File: config.mk
export PLATFORM = sky130hd
export DESIGN_NAME = router_reg_flat
export DESIGN_NICKNAME = d
export VERILOG_FILES = /design/src/rtl/router_reg_if.sv /design/src/rtl/router_reg.sv /design/src/flat_wrapper.sv
export SDC_FILE = /design/constraint.sdc
export NUM_CORES = 1
export LEC_CHECK = 0
export ABC_CLOCK_PERIOD_IN_PS = 1600
export CAP_MARGIN = 20
export CORE_ASPECT_RATIO = 0.6
export CORE_MARGIN = 2
export CORE_UTILIZATION = 50
export CTS_CLUSTER_DIAMETER = 200
export DETAILED_ROUTE_END_ITERATION = 8
export PLACE_DENSITY_LB_ADDON = 0.1
export SYNTH_ARGS = -nofsm -noshare
export SYNTH_HDL_FRONTEND = slang
export SYNTH_SLANG_ARGS = --single-unit
File: constraint.sdc
create_clock -name clk -period 1.6 [get_ports clk]
set_clock_uncertainty 0.05 [all_clocks]
set_input_delay 0.32 -clock clk [delete_from_list [all_inputs] [get_ports clk]]
set_output_delay 0.32 -clock clk [all_outputs]
set_load 0.005 [all_outputs]
File: src/rtl/router_reg_if.sv
// Byte-stream and FSM-state bundle between the router FSM/bench and router_reg.
interface router_reg_if;
    logic       pkt_valid;
    logic [7:0] data_in;
    logic       fifo_full;
    logic       detect_add;
    logic       lfd_state;
    logic       ld_state;
    logic       laf_state;
    logic       full_state;
    logic       rst_int_reg;
    logic [7:0] dout;
    logic       parity_done;
    logic       low_pkt_valid;
    logic       err;

    modport master (
        output pkt_valid, data_in, fifo_full,
        output detect_add, lfd_state, ld_state, laf_state, full_state, rst_int_reg,
        input  dout, parity_done, low_pkt_valid, err
    );

    modport slave (
        input  pkt_valid, data_in, fifo_full,
        input  detect_add, lfd_state, ld_state, laf_state, full_state, rst_int_reg,
        output dout, parity_done, low_pkt_valid, err
    );
endinterface

File: src/rtl/router_reg.sv
// Router datapath register: header latch, full-stall byte buffer, running parity and parity error flag.
module router_reg (
    input logic          clk,
    input logic          rst,
    router_reg_if.slave  bus
);
    logic [7:0] dout;
    logic [7:0] hdr;
    logic [7:0] ffs_byte;
    logic [7:0] int_parity;
    logic [7:0] pkt_parity;
    logic       parity_done;
    logic       low_pkt_valid;
    logic       err;
    logic       pd_d;

    logic hdr_load;
    logic pd_set;

    always_comb begin
        hdr_load = bus.detect_add && bus.pkt_valid && (bus.data_in[1:0] != 2'b11);
        pd_set   = (bus.ld_state && !bus.fifo_full && !bus.pkt_valid) ||
                   (bus.laf_state && low_pkt_valid && !parity_done);
    end

    always_ff @(posedge clk) begin
        if (rst) begin
            hdr <= '0;
        end else if (hdr_load) begin
            hdr <= bus.data_in;
        end
    end

    // A byte refused by a full FIFO is parked in ffs_byte and replayed in laf_state.
    always_ff @(posedge clk) begin
        if (rst) begin
            dout     <= '0;
            ffs_byte <= '0;
        end else begin
            if (bus.lfd_state) begin
                dout <= hdr;
            end else if (bus.ld_state && !bus.fifo_full) begin
                dout <= bus.data_in;
            end else if (bus.laf_state) begin
                dout <= ffs_byte;
            end
            if (bus.ld_state && bus.fifo_full) begin
                ffs_byte <= bus.data_in;
            end
        end
    end

    always_ff @(posedge clk) begin
        if (rst) begin
            int_parity <= '0;
            pkt_parity <= '0;
        end else if (bus.detect_add) begin
            int_parity <= '0;
            pkt_parity <= '0;
        end else begin
            if (bus.lfd_state) begin
                int_parity <= int_parity ^ hdr;
            end else if (bus.ld_state && bus.pkt_valid && !bus.full_state) begin
                int_parity <= int_parity ^ bus.data_in;
            end
            if (bus.ld_state && !bus.pkt_valid) begin
                pkt_parity <= bus.data_in;
            end
        end
    end

    always_ff @(posedge clk) begin
        if (rst) begin
            parity_done   <= 1'b0;
            low_pkt_valid <= 1'b0;
            pd_d          <= 1'b0;
            err           <= 1'b0;
        end else begin
            pd_d <= parity_done;
            if (bus.detect_add) begin
                parity_done <= 1'b0;
            end else if (pd_set) begin
                parity_done <= 1'b1;
            end
            if (bus.rst_int_reg) begin
                low_pkt_valid <= 1'b0;
            end else if (bus.ld_state && !bus.pkt_valid) begin
                low_pkt_valid <= 1'b1;
            end
            // Compare once, the cycle after parity_done rises, so pkt_parity is settled.
            if (bus.detect_add) begin
                err <= 1'b0;
            end else if (parity_done && !pd_d) begin
                err <= (int_parity != pkt_parity);
            end
        end
    end

    assign bus.dout          = dout;
    assign bus.parity_done   = parity_done;
    assign bus.low_pkt_valid = low_pkt_valid;
    assign bus.err           = err;
endmodule
File: src/flat_wrapper.sv
// flat-port wrapper written by rule: the top's interface ports become plain ports
module router_reg_flat 
  (clk, rst, bus_pkt_valid, bus_data_in, bus_fifo_full, bus_detect_add, bus_lfd_state, bus_ld_state, bus_laf_state, bus_full_state, bus_rst_int_reg, bus_dout, bus_parity_done, bus_low_pkt_valid, bus_err);
  router_reg_if bus_i ();
  input logic clk;
  input logic rst;
  input wire logic [$bits(bus_i.pkt_valid)-1:0] bus_pkt_valid;
  input wire logic [$bits(bus_i.data_in)-1:0] bus_data_in;
  input wire logic [$bits(bus_i.fifo_full)-1:0] bus_fifo_full;
  input wire logic [$bits(bus_i.detect_add)-1:0] bus_detect_add;
  input wire logic [$bits(bus_i.lfd_state)-1:0] bus_lfd_state;
  input wire logic [$bits(bus_i.ld_state)-1:0] bus_ld_state;
  input wire logic [$bits(bus_i.laf_state)-1:0] bus_laf_state;
  input wire logic [$bits(bus_i.full_state)-1:0] bus_full_state;
  input wire logic [$bits(bus_i.rst_int_reg)-1:0] bus_rst_int_reg;
  output wire logic [$bits(bus_i.dout)-1:0] bus_dout;
  output wire logic [$bits(bus_i.parity_done)-1:0] bus_parity_done;
  output wire logic [$bits(bus_i.low_pkt_valid)-1:0] bus_low_pkt_valid;
  output wire logic [$bits(bus_i.err)-1:0] bus_err;
  assign bus_i.pkt_valid = bus_pkt_valid;
  assign bus_i.data_in = bus_data_in;
  assign bus_i.fifo_full = bus_fifo_full;
  assign bus_i.detect_add = bus_detect_add;
  assign bus_i.lfd_state = bus_lfd_state;
  assign bus_i.ld_state = bus_ld_state;
  assign bus_i.laf_state = bus_laf_state;
  assign bus_i.full_state = bus_full_state;
  assign bus_i.rst_int_reg = bus_rst_int_reg;
  assign bus_dout = bus_i.dout;
  assign bus_parity_done = bus_i.parity_done;
  assign bus_low_pkt_valid = bus_i.low_pkt_valid;
  assign bus_err = bus_i.err;
  router_reg u_core (.clk(clk), .rst(rst), .bus(bus_i));
endmodule
=== After elaboration in Yosys (flattened, before gate mapping) ===
Index checks and enable logic that the tools add are counted.

* Register bits after elaboration: 44
* Bits of input ports: 18
* Output and inout bits: 11
* Logic and storage cells: 39

* Equal/unequal tests: 2
* Multiplexer cells: 5
* Bitwise gates (word level): 2
* Reductions and logical operators: 21

{| class="wikitable"
|+ Operators with widths
! cell !! number
|-
| $mux 8 || 5
|-
| $xor 8x8->8 || 2
|-
| $logic_and 1x1->1 || 11
|-
| $ne 8x8->1 || 1
|-
| $logic_not 1->1 || 5
|-
| $reduce_or 2->1 || 2
|-
| $reduce_bool 3->1 || 1
|-
| $ne 2x2->1 const B || 1
|-
| $reduce_bool 2->1 || 1
|-
| $logic_or 1x1->1 || 1
|}

=== Longest topological paths before layout ===
Gate-level depths: netlist of run 1.

* Word-level depth: 4
* Gate-level depth with buffers: 5

=== Worst setup path after synthesis of run 1 ===
Ideal clock, no wire load.

* Path kind: input-to-reg
* Start: in rst
* End: reg u_core.err (netlist: u_core.bus.err)
* Arrival time: 1.081 ns
* Required time: 1.476 ns
* Path slack: 0.395 ns
* Cell stages on the path: 5
* Cell sequence: buf_2 -> or2_1 -> buf_2 -> o21bai_1 -> a31oi_1

* Word-level cells in the longest chain between the ends: 1

{| class="wikitable"
|+ Ends and longest elaborated chain
! what !! line !! RTL
|-
| from (decl) || flat_wrapper.sv:6 || <nowiki>input logic rst;</nowiki>
|-
| $reduce_or 2->1 (no source line) || -- ||
|-
| to (signal assigned) || router_reg.sv:94 || <nowiki>err <= (int_parity != pkt_parity);</nowiki>
|-
| to (decl) || router_reg.sv:14 || <nowiki>logic err;</nowiki>
|}

Every way passes these cells.
A chain may end at the register's enable or synchronous reset.

=== Final worst setup path of run 1 ===
* Start: reg u_core.dout[7] (netlist: u_core.bus.dout[7])
* End: out bus_dout[7]

{| class="wikitable"
|+ RTL lines
! what !! line !! RTL
|-
| from (decl) || router_reg.sv:7 || <nowiki>logic [7:0] dout;</nowiki>
|-
| from (signal assigned) || router_reg.sv:41 || <nowiki>dout <= hdr;</nowiki>
|-
| from (signal assigned) || router_reg.sv:43 || <nowiki>dout <= bus.data_in;</nowiki>
|-
| from (signal assigned) || router_reg.sv:45 || <nowiki>dout <= ffs_byte;</nowiki>
|-
| to (decl) || flat_wrapper.sv:16 || <nowiki>output wire logic [$bits(bus_i.dout)-1:0] bus_dout;</nowiki>
|}

No word-level cell between the ends.

==> results.json, run 1 <==
{
  "die_x_um": 84.9,
  "regToRegSetupSlack_ns": 0.36,
  "start_util": 0.527,
  "clock-root-buffer": "clkbuf_8",
  "max_freq_mhz": 650,
  "worst-path-max-fanout": 2,
  "gr-total-overflow": 0,
  "max_stage_delay_ns": 0.51,
  "netlist_area_um2": 1960,
  "grt_pass1_wl_um": 7710,
  "crit_path_end": "bus_dout[7]",
  "synth.most_common_cell": "dfxtp_1",
  "hp-start": "u_core.ffs_byte[1]",
  "synth-main-ff-cell": "dfxtp_1",
  "maxCapViolations": 0,
  "antenna_cells": 0,
  "ir_worst_vdd_mv": 0.816,
  "final_max_slew_viol_count": 0,
  "die-area_um2": 4460,
  "reg2reg_from": "u_core.int_parity[1]",
  "crit_path_start_kind": "flop",
  "slew_headroom": 0.737,
  "hold_class": "flop to flop",
  "outcome": "complete, no violations",
  "cts_htree_levels": 2,
  "synth.area.top_cells": "dfxtp_1 (45%), nand2_1 (6.5%), a21oi_1 (6.1%)",
  "first_pass_iters": 4,
  "path_cells": "clkdlybuf4s50_1",
  "crit_cells": 1,
  "synth_area_per_cell_um2": 9.08,
  "crit_type": "flop to output pin",
  "leakage_nw": 0.954,
  "power.density_nw_per_um2": 936,
  "drtIter0Drc": 77,
  "period_needed_ns": 1.54,
  "final_area_um2": 2490,
  "tightest_slew_ns": 0.393,
  "critPathBufInv": 1,
  "end_kind": "output pin",
  "synth_cells": 216,
  "synth_warnings": 0,
  "drive_above_1_share": 0.152,
  "portBuffers": 28,
  "place_area_um2": 2380,
  "yosysTopAreaCellShare": 0.449,
  "wl_per_cell_um": 15.4,
  "crit_slowest_cell": "clkdlybuf4s50_1",
  "groute.usage.overall": 0.224,
  "cts_tree": "done",
  "place_congestion": 0.811,
  "synthArstFlopShare": 0,
  "syn_to_final_growth_pct": 27.2,
  "grt_max_degree": 27,
  "cts_hold_buf": 0,
  "clkLatencyLatePin_ns": 0.29,
  "drc": 0,
  "dieHeight_um": 52.5,
  "fin_crit_sh": 0.962,
  "setup_viol_count_final": 0,
  "cts_sinks": 44,
  "io_pins": 29,
  "synth.distinct_cells": 30,
  "cts_setup_buffers": 0,
  "viasPerCell": 5.61,
  "first_global_vias": 1682,
  "numCtsBuffers": 5,
  "ant_nets": 0,
  "worst_ep_arrival_time_ns": 1.17,
  "yosysTopAreaCell": "dfxtp_1",
  "grt_setup_unrepaired": "no",
  "clk_pin_slew_ns": 0.08,
  "synth-seq-cells": 44,
  "core_um2": 3720,
  "synth-edff-count": 0,
  "whs_ns": 0.409,
  "seq_area_frac_synth": 0.449,
  "r2r-end": "u_core.bus.err",
  "antenna_found_initial": 0,
  "num-nets-final": 273,
  "hold_viol": 0,
  "critPathRequiredTime_ns": 1.23,
  "dpl.hpwl_um": 3480,
  "vias": 1701,
  "worstSetupStartpoint": "u_core.bus.dout[7]",
  "cp_top_family": "buffers and inverters",
  "num_rows": 17,
  "syn-num-nets": 234,
  "wirelength_um": 4660,
  "synthTopCellsByCount": "dfxtp_1 (44), nand2_1 (34), a21oi_1 (24)",
  "ctsLongestPathBuffers": 2,
  "r2r_cells": 4
}
where the power goes:
group          internal, mW  switching [mW]  total, mW  leakage, nW
Clock                 0.463           0.363      0.827       0.0552
Sequential             1.14          0.0301       1.17        0.359
Combinational         0.174           0.167      0.341        0.540
Total                  1.77           0.560       2.34        0.954
area by class of cell:
class,instances,area [µm²]
fill,296,1230
multi-input combinational,157,1010
sequential,44,881
timing repair buffer,47,438
clock buffer,6,72.6
tap,47,58.8
clock inverter,2,35.0
logic make-up after synthesis:
kind of cell / after synthesis / synth area share
and+or+nand+nor: 81 / 0.196
AOI/OAI and AO/OA: 52 / 0.203
DFF: 44 / 0.449
xor gates and xnor gates: 16 / 0.0714
buffers and inverters: 15 / 0.0402
muxes: 8 / 0.0408
per-layer routing:
layer	GRT usage	vias up	routed length (µm)
li1	-	830	-
met1	0.299	807	2170
met2	0.370	62	2100
met3	0.0583	2	381
met4	0.0529	0	7
met5	0	-	0
worst min-delay path by stage:
stage	to	slack, ns	depth (start not counted)
after global routing	u_core.bus.dout[5]	0.44	2
after detailed placement	u_core.ffs_byte[1]	0.40	2
after floorplan	u_core.bus.low_pkt_valid	0.35	1
final	u_core.ffs_byte[1]	0.41	2
after CTS	u_core.ffs_byte[1]	0.41	2
after global placement	u_core.ffs_byte[0]	0.40	2
worst reg2reg max path, delay by kind of cell (launching register included):
family,cells,cell delay (ns)
AND/OR/NAND/NOR,2,0.44
flip-flops,1,0.38
XOR/XNOR,1,0.13
AO/OA/AOI/OAI,1,0.13
layout by cell type (no fill, tap or decap):
cell and instances:
a21oi_1 24, o311ai_1 8, nor3_4 1, nand2b_2 1, mux2i_1 8, dfxtp_1 44, xor2_1 11, buf_12 1
and4bb_2 1, buf_4 18, clkdlybuf4s50_1 27, nand2_1 34, nor2b_4 1, or2_1 1, bufinv_16 1, nand4_1 1
xnor2_1 5, a211o_1 8, nor3_1 1, nor2b_1 3, a31oi_1 1, a22oi_2 8, nor2_1 19, a211oi_1 1
nand2b_1 7, dlymetal6s2s_1 1, or2b_1 2, a21oi_4 1, clkbuf_8 5, nand3_1 8, clkbuf_1 1, o21bai_1 1
clkinv_2 1, nor4_1 1
through the flow:
stage | cells | util | power (mW) | setup slack (ns) | setup TNS, ns
2_1_floorplan | 216 | - | 1.36 | 0.395 | 0
3_3_place_gp | 295 | 0.639 | 1.52 | -0.360 | -5.42
3_5_place_dp | 295 | 0.639 | 1.53 | -0.416 | -6.33
4_1_cts | 303 | 0.668 | 2.35 | 0.0453 | 0
5_1_grt | 303 | 0.670 | 2.44 | 0.00819 | 0
6_report | 303 | 0.670 | 2.34 | 0.0614 | 0
flip-flops by register name, indices dropped and copies added, names as in the netlist:
name and flops:
u_core.bus.err 1, u_core.ffs_byte 8, u_core.bus.low_pkt_valid 1, u_core.hdr 8, u_core.pkt_parity 8, u_core.bus.parity_done 1
u_core.int_parity 8, u_core.bus.dout 8, u_core.pd_d 1
timing repair:
action,in CTS,in global routing
gates resized for setup,2,2
endpoints found under the setup margin,10,3
gates cloned,0,0
hold endpoints to repair,0,0
Power figures use the tool's default switching activity.
==> run 2: changes to the inputs <==
Settings changed: RECOVER_POWER set to 25.
==> run 2 against run 1 <==
Wire length up 0.64%. Die area unchanged. Sequential share of layout area up 0.27 points. Sequential power about the same.
==> results.json, run 2 (same netlist as run 1, synthesis figures left out) <==
{
  "outcome": "complete, no violations",
  "reg2reg_from": "u_core.int_parity[1]",
  "hold_viol": 0,
  "gr-total-overflow": 0,
  "ir_worst_vdd_mv": 0.816,
  "crit_type": "flop to output pin",
  "grt_max_degree": 27,
  "portBuffers": 28,
  "drtIter0Drc": 71,
  "tightest_slew_ns": 0.556,
  "clkLatencyLatePin_ns": 0.29,
  "ant_nets": 0,
  "r2r_cells": 4,
  "drc": 0,
  "holdPathStages": 2,
  "leakage_nw": 0.936,
  "numCtsBuffers": 5,
  "final_max_slew_viol_count": 0,
  "num-nets-final": 273,
  "r2r-end": "u_core.bus.err",
  "num_rows": 17,
  "die_x_um": 84.9,
  "clk_pin_slew_ns": 0.08,
  "clock-root-buffer": "clkbuf_8",
  "end_kind": "output pin",
  "vias": 1719,
  "die-area_um2": 4460,
  "grt_setup_unrepaired": "no",
  "worst_ep_arrival_time_ns": 1.17,
  "critPathRequiredTime_ns": 1.23,
  "place_area_um2": 2380,
  "start_util": 0.527,
  "grt_pass1_wl_um": 7710,
  "first_global_vias": 1682,
  "max_freq_mhz": 648,
  "dpl.hpwl_um": 3480,
  "hold_class": "flop to flop",
  "place_congestion": 0.811,
  "final_cells": 303,
  "cts_sinks": 44,
  "cts_hold_buf": 0,
  "cts_tree": "done",
  "path_cells": "clkdlybuf4s50_1",
  "dieHeight_um": 52.5,
  "worst-path-max-fanout": 2,
  "io_pins": 29,
  "final_common_cell": "dfxtp_1",
  "fin_total_pwr_mw": 2.34,
  "setup_viol_count_final": 0,
  "slew_headroom": 0.630,
  "power.density_nw_per_um2": 944,
  "critPathBufInv": 1,
  "groute.usage.overall": 0.224,
  "final_cell_mix": "dfxtp_1 (44), nand2_1 (34), clkdlybuf4s50_1 (27), a21oi_1 (25), nor2_1 (19)",
  "dp_cells": 295,
  "first_pass_iters": 4,
  "ctsLongestPathBuffers": 2,
  "max_stage_delay_ns": 0.51,
  "cp_top_family": "buffers and inverters",
  "cts_htree_levels": 2,
  "crit_path_start_kind": "flop",
  "syn_to_final_growth_pct": 26.2,
  "whs_ns": 0.408,
  "crit_slowest_cell": "clkdlybuf4s50_1",
  "regToRegSetupSlack_ns": 0.35,
  "final_area_um2": 2480,
  "wl_per_cell_um": 15.5,
  "drive_above_1_share": 0.148,
  "viasPerCell": 5.67,
  "antenna_found_initial": 0,
  "wirelength_um": 4690,
  "antenna_cells": 0,
  "hp-start": "u_core.ffs_byte[1]",
  "maxCapViolations": 0,
  "core_um2": 3720,
  "period_needed_ns": 1.54,
  "fin_crit_sh": 0.964,
  "hold_end": "u_core.ffs_byte[1]"
}
run 2: cell types whose count changed in the layout (fill, tap and decap cells not counted):
cell	previous run	this run
buf_4	18	16
clkdlybuf4s25_1	0	1
dlymetal6s2s_1	1	0
clkbuf_2	0	2
a21oi_1	24	25
a21oi_4	1	0
run 2: worst max path at each step:
stage,startpoint,endpoint,depth (start not counted)
after floorplan,rst,u_core.bus.err,5
after global placement,bus_ld_state,u_core.bus.dout[6],5
after detailed placement,bus_ld_state,u_core.bus.dout[6],5
after CTS,u_core.bus.dout[1],bus_dout[1],1
after global routing,u_core.bus.low_pkt_valid,bus_low_pkt_valid,1
final,u_core.bus.dout[7],bus_dout[7],1
run 2: layer usage:
metal	up-vias	wire, µm	track usage
met2	63	2130	0.370
met5	-	0	0
met4	0	7	0.0529
met1	824	2140	0.299
met3	2	411	0.0583
li1	830	-	-
run 2: repair_timing:
action / 4_1_cts / 5_1_grt
pin swaps: 0 / 0
resized for setup: 2 / 2
endpoints found under the setup margin: 10 / 3
buffers inserted: 0 / 0
run 2: cell type report:
cell class / count / area, µm²
multi-input cells: 157 / 998
flip-flops and latches: 44 / 881
clock buffers: 6 / 72.6
well taps: 47 / 58.8
clock inverters: 2 / 35.0
repair buffers: 47 / 430
fillers: 301 / 1250
run 2: per-stage QoR:
step / utilization / TNS, ns / setup slack (ns)
floorplan: - / 0 / 0.395
global route: 0.665 / 0 / 0.00819
global placement: 0.639 / -5.42 / -0.360
finish: 0.665 / 0 / 0.0577
detailed placement: 0.639 / -6.33 / -0.416
CTS: 0.668 / 0 / 0.0453
run 2: power breakdown:
part / internal (mW) / switching (mW) / total (mW)
clock: 0.463 / 0.368 / 0.832
combinational: 0.171 / 0.165 / 0.337
sequential: 1.14 / 0.0305 / 1.17
total: 1.77 / 0.564 / 2.34
==> run 3: changes to the inputs <==
Settings changed: CORE_UTILIZATION 50 to 45, CTS_CLUSTER_SIZE set to 25.
==> run 3 against run 2 <==
Global-route usage is 2.6 points lower. Critical path depth stayed put. Sequential power hardly changed. First-iteration DRC count is 20% lower. Fmax is 0.30% lower. Register-to-register slack hardly changed. Die area is 10% higher. Clock power is 14% lower. Flip-flop and latch count stayed put. Non-clock buffer count is 1 higher. Via count is 2.0% lower. Core utilization is 6.0 points lower. Critical path type unchanged.
==> results.json, run 3 (same netlist as run 1, synthesis figures left out) <==
{
  "drc": 0,
  "grt_setup_unrepaired": "no",
  "viasPerCell": 5.32,
  "crit_slowest_cell": "clkdlybuf4s50_1",
  "ir_worst_vdd_mv": 0.410,
  "cts_setup_buffers": 0,
  "worst_ep_arrival_time_ns": 1.18,
  "critPathRequiredTime_ns": 1.23,
  "portBuffers": 28,
  "hold_viol": 0,
  "cts_tree": "done",
  "start_util": 0.473,
  "antenna_cells": 0,
  "power.density_nw_per_um2": 888,
  "gr-total-overflow": 0,
  "drtIter0Drc": 57,
  "period_needed_ns": 1.55,
  "maxCapViolations": 0,
  "cp_top_family": "buffers and inverters",
  "clkLatencyLatePin_ns": 0.29,
  "io_pins": 29,
  "clock-root-buffer": "clkbuf_8",
  "setup_viol_count_final": 0,
  "num_rows": 18,
  "groute.usage.overall": 0.199,
  "utilization": 0.605,
  "die-area_um2": 4920,
  "final_cells": 317,
  "worst-path-max-fanout": 4,
  "drive_above_1_share": 0.156,
  "numCtsBuffers": 5,
  "final_max_slew_viol_count": 0,
  "place_area_um2": 2410,
  "final_area_um2": 2510,
  "num-nets-final": 274,
  "critPathBufInv": 1,
  "grt_max_degree": 27,
  "regToRegSetupSlack_ns": 0.35,
  "core_um2": 4140,
  "max_stage_delay_ns": 0.51,
  "grt_pass1_wl_um": 7220,
  "crit_path_start_kind": "flop",
  "final_cell_mix": "dfxtp_1 (44), nand2_1 (34), clkdlybuf4s50_1 (28), a21oi_1 (24), nor2_1 (19)",
  "leakage_nw": 0.934,
  "fin_crit_sh": 0.967,
  "wl_per_cell_um": 14.2,
  "dp_cells": 309,
  "outcome": "complete, no violations",
  "dpl.hpwl_um": 3340,
  "slew_headroom": 0.637,
  "syn_to_final_growth_pct": 27.8,
  "place_congestion": 0.811,
  "wirelength_um": 4490,
  "first_global_vias": 1541,
  "end_kind": "output pin",
  "cts_hold_buf": 0,
  "ctsLongestPathBuffers": 2,
  "tightest_slew_ns": 0.544,
  "max_freq_mhz": 646,
  "final_common_cell": "dfxtp_1",
  "whs_ns": 0.412,
  "antenna_found_initial": 0,
  "die_x_um": 89.2,
  "crit_type": "flop to output pin",
  "vias": 1685,
  "hold_class": "flop to flop",
  "cts_htree_levels": 2,
  "dieHeight_um": 55.1,
  "path_cells": "clkdlybuf4s50_1",
  "first_pass_iters": 5,
  "clk_pin_slew_ns": 0.08,
  "ant_nets": 0,
  "cts_sinks": 44
}
==> run 3: worst register-to-register path, delay by kind of cell (launching register included) <==
family	cells	cell delay [ns]
simple gates	2	0.42
flops	1	0.33
xor+xnor	1	0.19
compound gates	1	0.12
==> run 3: layout make-up <==
| type | count | area (µm²) |
|---|---|---|
| Multi-Input combinational cell | 157 | 1000 |
| Sequential cell | 44 | 881 |
| Timing Repair Buffer | 48 | 453 |
| Fill cell | 375 | 1640 |
| Tap cell | 60 | 75.1 |
| Clock buffer | 7 | 86.3 |
| Clock inverter | 1 | 7.51 |
==> run 3: what timing repair did <==
item | CTS | global route
setup endpoints to repair | 16 | 0
endpoints found under the hold margin | 0 | 0
gates resized for setup | 2 | 0
==> run 3: path summary, 6_finish.rpt <==
kind | start | depth (start not counted) | to
max | u_core.bus.parity_done | 1 | bus_parity_done
min | u_core.bus.dout[3] | 2 | u_core.bus.dout[3]
max reg2reg | u_core.int_parity[1] | 4 | u_core.bus.err
min reg2reg | u_core.bus.dout[3] | 2 | u_core.bus.dout[3]
==> run 3: through the flow <==
stage	setup WS, ns	power (mW)	setup TNS, ns
2_1_floorplan	0.395	1.36	0
5_1_grt	0.0131	2.32	0
4_1_cts	0.0430	2.24	0
3_5_place_dp	-0.359	1.53	-7.53
6_report	0.0530	2.23	0
3_3_place_gp	-0.319	1.52	-6.67
==> run 3: layer usage <==
layer,share of wire,wire [µm],global-route usage
met2,0.43,1930,0.320
met3,0.053,236,0.0415
met4,0.0089,40,0.0672
met5,0,0,0
met1,0.51,2290,0.270
==> run 3: report_power, final <==
group	leakage, nW	switching (mW)	total, mW	internal (mW)
clock network	0.0445	0.368	0.719	0.351
logic	0.531	0.165	0.342	0.177
registers	0.359	0.0288	1.17	1.14
